===== src/rtl/pll_lock_sequencer.sv =====
// PLL power-up/recovery sequencer running in the clkin domain.
// Define PLLSEQ_LOSS_CNT_EN to build the saturating lock-loss counter behind loss_cnt.
module pll_lock_sequencer #(
  parameter int RST_CYCLES    = 16,
  parameter int LOCK_TIMEOUT  = 25000,
  parameter int STABLE_CYCLES = 256,
  parameter int MAX_RETRIES   = 3,
  parameter int CNT_W         = 16
) (
  input  logic       clkin,
  input  logic       reset,
  input  logic       pll_lock,
  input  logic       restart,
  output logic       pll_reset,
  output logic       sys_rst,
  output logic       ready,
  output logic       fault,
  output logic [1:0] retry_cnt,
  output logic [2:0] state_o,
  output logic [7:0] loss_cnt
);

  typedef enum logic [2:0] {
    RESET_PLL = 3'd0,
    WAIT_LOCK = 3'd1,
    STABILIZE = 3'd2,
    RUN       = 3'd3,
    FAULT     = 3'd4
  } state_t;

  localparam logic [CNT_W-1:0] RST_LAST     = CNT_W'(RST_CYCLES - 1);
  localparam logic [CNT_W-1:0] TIMEOUT_LAST = CNT_W'(LOCK_TIMEOUT - 1);
  localparam logic [CNT_W-1:0] STABLE_LAST  = CNT_W'(STABLE_CYCLES - 1);
  localparam logic [CNT_W-1:0] CNT_ONE      = CNT_W'(1);

  state_t           state;
  state_t           state_nxt;
  logic [CNT_W-1:0] count;
  logic [CNT_W-1:0] count_nxt;
  logic [1:0]       retry_nxt;
  logic             sync_1;
  logic             lock_s;
  logic             last_try;

  // pll_lock is asynchronous to clkin, so it only enters the FSM through lock_s.
  always_ff @(posedge clkin) begin
    if (reset) begin
      sync_1 <= 1'b0;
      lock_s <= 1'b0;
    end else begin
      sync_1 <= pll_lock;
      lock_s <= sync_1;
    end
  end

  always_ff @(posedge clkin) begin
    if (reset) begin
      state     <= RESET_PLL;
      count     <= '0;
      retry_cnt <= 2'd0;
    end else begin
      state     <= state_nxt;
      count     <= count_nxt;
      retry_cnt <= retry_nxt;
    end
  end

  assign last_try = (int'(retry_cnt) + 1) >= MAX_RETRIES;

  always_comb begin
    state_nxt = state;
    count_nxt = count;
    retry_nxt = retry_cnt;
    if (restart) begin
      state_nxt = RESET_PLL;
      count_nxt = '0;
      retry_nxt = 2'd0;
    end else begin
      case (state)
        RESET_PLL: begin
          if (count == RST_LAST) begin
            state_nxt = WAIT_LOCK;
            count_nxt = '0;
          end else begin
            count_nxt = count + CNT_ONE;
          end
        end
        WAIT_LOCK: begin
          // A lock seen on the final timeout cycle still wins over the retry.
          if (lock_s) begin
            state_nxt = STABILIZE;
            count_nxt = '0;
          end else if (count == TIMEOUT_LAST) begin
            state_nxt = last_try ? FAULT : RESET_PLL;
            count_nxt = '0;
            retry_nxt = (retry_cnt == 2'd3) ? 2'd3 : retry_cnt + 2'd1;
          end else begin
            count_nxt = count + CNT_ONE;
          end
        end
        STABILIZE: begin
          if (!lock_s) begin
            state_nxt = WAIT_LOCK;
            count_nxt = '0;
          end else if (count == STABLE_LAST) begin
            state_nxt = RUN;
            count_nxt = '0;
            retry_nxt = 2'd0;
          end else begin
            count_nxt = count + CNT_ONE;
          end
        end
        RUN: begin
          if (!lock_s) begin
            state_nxt = RESET_PLL;
            count_nxt = '0;
          end
        end
        FAULT: begin
          state_nxt = FAULT;
        end
        default: begin
          state_nxt = RESET_PLL;
          count_nxt = '0;
        end
      endcase
    end
  end

  always_comb begin
    pll_reset = 1'b1;
    sys_rst   = 1'b1;
    ready     = 1'b0;
    fault     = 1'b0;
    case (state)
      WAIT_LOCK, STABILIZE: begin
        pll_reset = 1'b0;
      end
      RUN: begin
        pll_reset = 1'b0;
        sys_rst   = 1'b0;
        ready     = 1'b1;
      end
      FAULT: begin
        fault = 1'b1;
      end
      default: begin
        pll_reset = 1'b1;
      end
    endcase
  end

  assign state_o = state;

`ifdef PLLSEQ_LOSS_CNT_EN
  logic       lock_lost;
  logic [7:0] loss_q;

  // Only a genuine drop of lock in RUN counts; a restart in RUN does not.
  assign lock_lost = (state == RUN) && !lock_s && !restart;

  always_ff @(posedge clkin) begin
    if (reset) begin
      loss_q <= 8'd0;
    end else if (lock_lost && (loss_q != 8'hFF)) begin
      loss_q <= loss_q + 8'd1;
    end
  end

  assign loss_cnt = loss_q;
`else
  assign loss_cnt = 8'd0;
`endif

endmodule

===== config.mk =====
export PLATFORM = sky130hd
export DESIGN_NAME = pll_lock_sequencer
export DESIGN_NICKNAME = d
export VERILOG_FILES = /design/src/rtl/pll_lock_sequencer.sv
export SDC_FILE = /design/constraint.sdc
export NUM_CORES = 1
export LEC_CHECK = 0
export CAP_MARGIN = 20
export CELL_PAD_IN_SITES_DETAIL_PLACEMENT = 2
export CELL_PAD_IN_SITES_GLOBAL_PLACEMENT = 2
export CORE_UTILIZATION = 33
export DETAILED_ROUTE_END_ITERATION = 10
export HOLD_SLACK_MARGIN = 0.03
export PLACE_DENSITY = 0.81
export SLEW_MARGIN = 10
export SYNTH_ARGS = -nofsm -noshare
export SYNTH_HDL_FRONTEND = slang
export SYNTH_SLANG_ARGS = --single-unit

===== constraint.sdc =====
create_clock -name clkin -period 6 [get_ports clkin]
set_clock_uncertainty 0.2 [all_clocks]
set_input_delay 0.6 -clock clkin [delete_from_list [all_inputs] [get_ports clkin]]
set_output_delay 0.6 -clock clkin [all_outputs]
set_load 0.01 [all_outputs]

Word-level counts from Yosys, hierarchy flattened
Cells that the tools add are included.
{ "op_classes": {"add_sub_neg": 3, "multipliers": 0, "n_eq_ne": 16, "shift": 0, "mux": 25, "order_cmp": 1, "n_reduce_logical": 7, "div_mod_pow": 0, "n_bitwise": 1} }
{ "ops": {"columns": ["operator", "n"], "rows": [
  ["16-bit 2-to-1 mux", 6],
  ["16-bit case mux with 5 select lines", 1],
  ["3-bit 2-to-1 mux", 7],
  ["16-bit by 1-bit adder with 16-bit output (second input constant)", 1],
  ["16-bit by 15-bit == test with 1-bit output (second input constant)", 1],
  ["16-bit by 4-bit == test with 1-bit output (second input constant)", 1],
  ["16-bit by 8-bit == test with 1-bit output (second input constant)", 1],
  ["3-bit case mux with 5 select lines", 1],
  ["2-bit inequality test (second input constant)", 6],
  ["2-bit 2-to-1 mux", 5],
  ["3-bit by 2-bit == test with 1-bit output (second input constant)", 2],
  ["3-bit inequality test (second input constant)", 2],
  ["5-bit AND reduction", 1],
  ["1-bit 2-to-1 mux", 4],
  ["2-bit case mux with 2 select lines", 1],
  ["4-bit AND reduction", 1],
  ["2-bit by 1-bit adder with 3-bit output (second input constant)", 1],
  ["3-bit by 1-bit == test with 1-bit output (second input constant)", 1],
  ["3-bit == test (second input constant)", 1],
  ["3-bit by 2-bit >= comparator with 1-bit output (second input constant)", 1],
  ["3-bit zero test", 1],
  ["3-bit OR reduction", 1],
  ["2-bit by 1-bit adder with 2-bit output (second input constant)", 1],
  ["2-bit == test (second input constant)", 1],
  ["4 further kinds", 4]
]} }
{ "totals": {"n_memories": 0, "rom_bits": 0, "word_cells": 58, "regBits": 23, "out_inout_bits": 17, "latch_bits": 0, "ramBits": 0} }

Logic depth before layout (Yosys ltp)
{ "depth": {"word_depth": 6, "depth_mapped": 8} }

Worst setup path after synthesis
Ideal clock, no wire load.
{ "synth_path": {"kind": "register to register", "start": "reg count[0]", "end": "reg count[13]", "required_time_ns": 5.685, "arrival_time_ns": 1.807, "slack_ns": 3.878, "n_path_buf": 1, "setup_ns": 0.115, "path_stages_with_launch": 8, "path_cell_list": "dfxtp_1 -> ha_1 -> and4bb_2 -> nand3_1 -> a221o_1 -> o31ai_4 -> buf_6 -> nor2_1"} }
{ "synth_via": {"elab_chain_len": 4, "elab_cells_between_ends": 10, "cone_classes": "1 x add/sub; 3 x eq/ne; 6 x mux"} }
{ "synth_lines": {"columns": ["item", "line_no", "source"], "rows": [
  ["start, declared", "38", "logic [CNT_W-1:0] count;"],
  ["start signal, assigned", "63", "count <= count_nxt;"],
  ["16-bit by 1-bit adder with 16-bit output (tied with other cells)", "85, 98, 110", null],
  ["16-bit 2-to-1 mux (on tied branches)", "105, 93", null],
  ["16-bit 2-to-1 mux (on tied branches)", "102, 90", null],
  ["16-bit case mux with 5 select lines *", "79", "case (state)"]
]} }
Mark *: on every way between the ends. The rest lies on a longest branch, timed or not.
A chain may end at the register's enable or synchronous reset.

Worst setup path in the final report
{ "layout_path": {"start": "reg state[0] (netlist: state_o[0])", "end": "out ready"} }
{ "layout_via": {"elab_chain_len": 2} }
{ "layout_lines": {"columns": ["item", "line_no", "source"], "rows": [
  ["start, declared", "36", "state_t state;"],
  ["start signal, assigned", "62", "state <= state_nxt;"],
  ["3-bit by 2-bit == test with 1-bit output", "135", "case (state)"],
  ["1-bit 2-to-1 mux", "135", null],
  ["end, declared", "16", "output logic ready,"]
]} }
Every way passes these cells.

==> metrics.md <==
| Metric | Value |
|---|---|
| Initial antenna violation count | 0 |
| Finished Cell Area | 1420 µm² |
| GPL Wtd Cong | 0.742 |
| Core area | ~3700 µm² |
| Remaining global-route overflow | 0 |
| Sink Count | 23 |
| Top_reg_cell synth | dfxtp_1 |
| Full die area | 4100 µm² |
| Slew headroom | between 50% and 60% |
| Final min period | 2670 ps |
| Routed WL | between 3000 and 4000 µm |
| CTS Hold Buffers Added | 0 |
| Cell Pwr Density | 186 nW/µm² |
| Clock share of power | between 30 and 40% |
| Pins Over Slew Limit | 0 |
| Critical path launch point | state_o[0] |
| Yosys warns | 0 |
| Vias per inst | about 5.2 |
| Worst Setup Path Type | flip-flop to output port |
| Die X | about 64 µm |
| Clock tree buffer depth | 2 |
| WP data arrival | ~1900 ps |
| Switching power | approximately 59 µW |
| Post-synth EDFFs | 0 |
| Hold path startpoint | sync_1 |
| Setup TNS | 0 ps |
| Vias in the first global route | between 1000 and 1500 |
| Clk Latency, worst-skew pair | between 200 and 300 ps |
| RSZ-0062 raised after global routing | false |
| Layout fillers | 430 |
| Maxcap violations | 0 |
| Cell Rows | 22 |
| Core Util, Final | around two fifths |
| Post-Syn Area | 1270 µm² |
| R2r startpoint | count[0] |
| Post-DP Area | between 1000 and 1500 µm² |
| First DRT Iteration DRCs | 14 |
| Fmax | around 370 MHz |
| # IOs | 21 |
| First-pass DRT Iterations | 4 |
| First-pass GRT wire length | approximately 5600 µm |
| Startpoint types | flip-flop |
| Nets@finish | approximately 170 |
| Flop pwr share | about 59% |
| Pin count of the biggest net entering global routing | 18 |
| Gate power share | about 4% |
| Post-CTS resize count | 0 |
| Distinct cells, synth | 35 |
| Critical Path Fanout Max | 11 |
| Lkg Pwr | 0.000422 µW |
| Antenna Violating Nets Remaining | 0 |
| Sequential area share after synthesis | 36.2% |
| CTS buffer count | 3 |
| CP endpoint kind | output port |
| Setup Viol. Count Final | 0 |
| Ant. Diodes | 0 |
| Clock-pin slew on the worst setup and hold paths | 80 ps |
| Vias after detailed routing | about 1100 |
| Cells after synthesis | 158 |
| DRC Markers | 0 |
| Slew @ Worst Pin | about 730 ps |
| #FFs+latches synth | 23 |
| Initial core utilization | 34.5% |
| Wirelength per Cell | between 15 and 20 µm |
| HP Class | flip-flop to flip-flop |
| Worst VDD drop | between 60 and 70 µV |
| Ys async rst share | 0% |
| Sw frac | 22.3% |
| Hold Vio Cnt, Final | 0 |
| Root buffer cell | clkbuf_8 |
| Total Routing Usage GR | between 15 and 20% |
| Dpl hpwl | 2540 µm |
| Outcome | completed |
| Post-CTS setup buffer count | 0 |
| Critical path required time | 5200 ps |
| Area Growth Syn to Fin | 11.4% |
| Final worst-path cycle share | 44.5% |
| Cell Int Power | approximately 210 µW |
| Die Ht | 64.1 µm |
| Layout cells sized above 1 | around 4.8% |
| H-tree level count | 1 |
| CTS tree | done |
| Port bufs | 12 |
| Syn avg cell area | just over 8 µm² |
synthesized netlist by cell type, types with 3 or more instances:
| library cell | instances | share of area, % |
|---|---|---|
| a21oi_1 | 4 | 1.6 |
| buf_2 | 4 | 1.6 |
| buf_4 | 9 | 5.3 |
| dfxtp_1 | 23 | 36 |
| inv_1 | 9 | 2.7 |
| nand2_1 | 9 | 2.7 |
| nand3_1 | 7 | 2.8 |
| nand4_1 | 4 | 2.0 |
| nor2_1 | 25 | 7.4 |
| nor2b_1 | 3 | 1.5 |
| nor3_1 | 10 | 3.9 |
| nor4_1 | 7 | 3.4 |
| or2_2 | 3 | 1.5 |
| xnor2_1 | 14 | 9.6 |
state kept, by name, indices dropped and copies added (netlist names):
| name | count |
|---|---|
| count | 16 |
| lock_s | 1 |
| retry_cnt | 2 |
| state_o | 3 |
| sync_1 | 1 |
final cells by class:
| class | count | area [µm²] | area share (%) |
|---|---|---|---|
| clock buffer | 4 | 45.0 | 3.18 |
| inverter | 9 | 33.8 | 2.39 |
| multi-input combinational | 117 | 697 | 49.2 |
| sequential | 23 | 460 | 32.5 |
| tap | 48 | 60.1 | 4.24 |
| timing repair buffer | 12 | 120 | 8.48 |
cells in the final DEF, fill, tap and decap left out, types with 2 or more instances in the layout:
cell type        instances
nor2_1                  25
a21oi_1                  4
nand3_1                  7
or3_1                    2
nor4_1                   7
or2_2                    3
conb_1                   8
nor4b_1                  2
inv_1                    9
nor3_1                  10
xnor2_1                 14
nand2b_1                 2
nor2b_1                  3
nand4_1                  4
nand2_1                  9
o21ai_0                  2
and4_1                   2
dfxtp_1                 23
clkbuf_8                 3
clkdlybuf4s50_1         12
metal layers:
| metal | part of all wire, % | GRT usage, % |
|---|---|---|
| met1 | 47 | 21.7 |
| met5 | 0 | 0 |
| met3 | 1.6 | 2.68 |
| met4 | 1.3 | 7.67 |
| met2 | 50 | 31.4 |
power by group through the flow:
stage	Clock [µW]	Combinational [µW]	Sequential, µW
after floorplan	0	11.2	158
after global placement	0	9.98	159
after detailed placement	0	10.6	159
after CTS	103	10.6	155
after global routing	107	11.9	156
final	98.2	10.5	155
cell families (layout without fill, tap and decap cells):
kind of cell / count (synthesis) / in the layout / synth area share (%)
other cells: 1 / 8 / 0.295
mux: 1 / 1 / 0.787
simple gates: 80 / 80 / 32.9
xor+xnor: 14 / 14 / 9.65
fa+ha+maj: 1 / 1 / 0.984
buf+inv: 25 / 25 / 11.0
compound gates: 13 / 13 / 8.17
flops: 23 / 23 / 36.2
path summary, 6_finish.rpt:
check,slack (ps),endpoint,cells after the start
max,3330,ready,4
min,280,lock_s,1
max reg2reg,3460,count[15],6
min reg2reg,280,lock_s,1
through the flow:
stage | setup WS (ps) | total power (µW) | hold WS [ps] | std cells
detailed placement | 3450 | 169 | 273 | 209
global route | 3240 | 275 | 292 | 213
CTS | 3320 | 269 | 286 | 213
global placement | 3570 | 169 | 227 | 209
finish | 3330 | 264 | 276 | 213
floorplan | 3880 | 169 | 214 | 165
critical path: stages, from the launching register on:
cell and delay (ps):
dfxtp_1 570, nand2b_1 150, or2_2 300, inv_1 50, clkdlybuf4s50_1 520
Note: power is estimated with default switching activity, not from simulation.
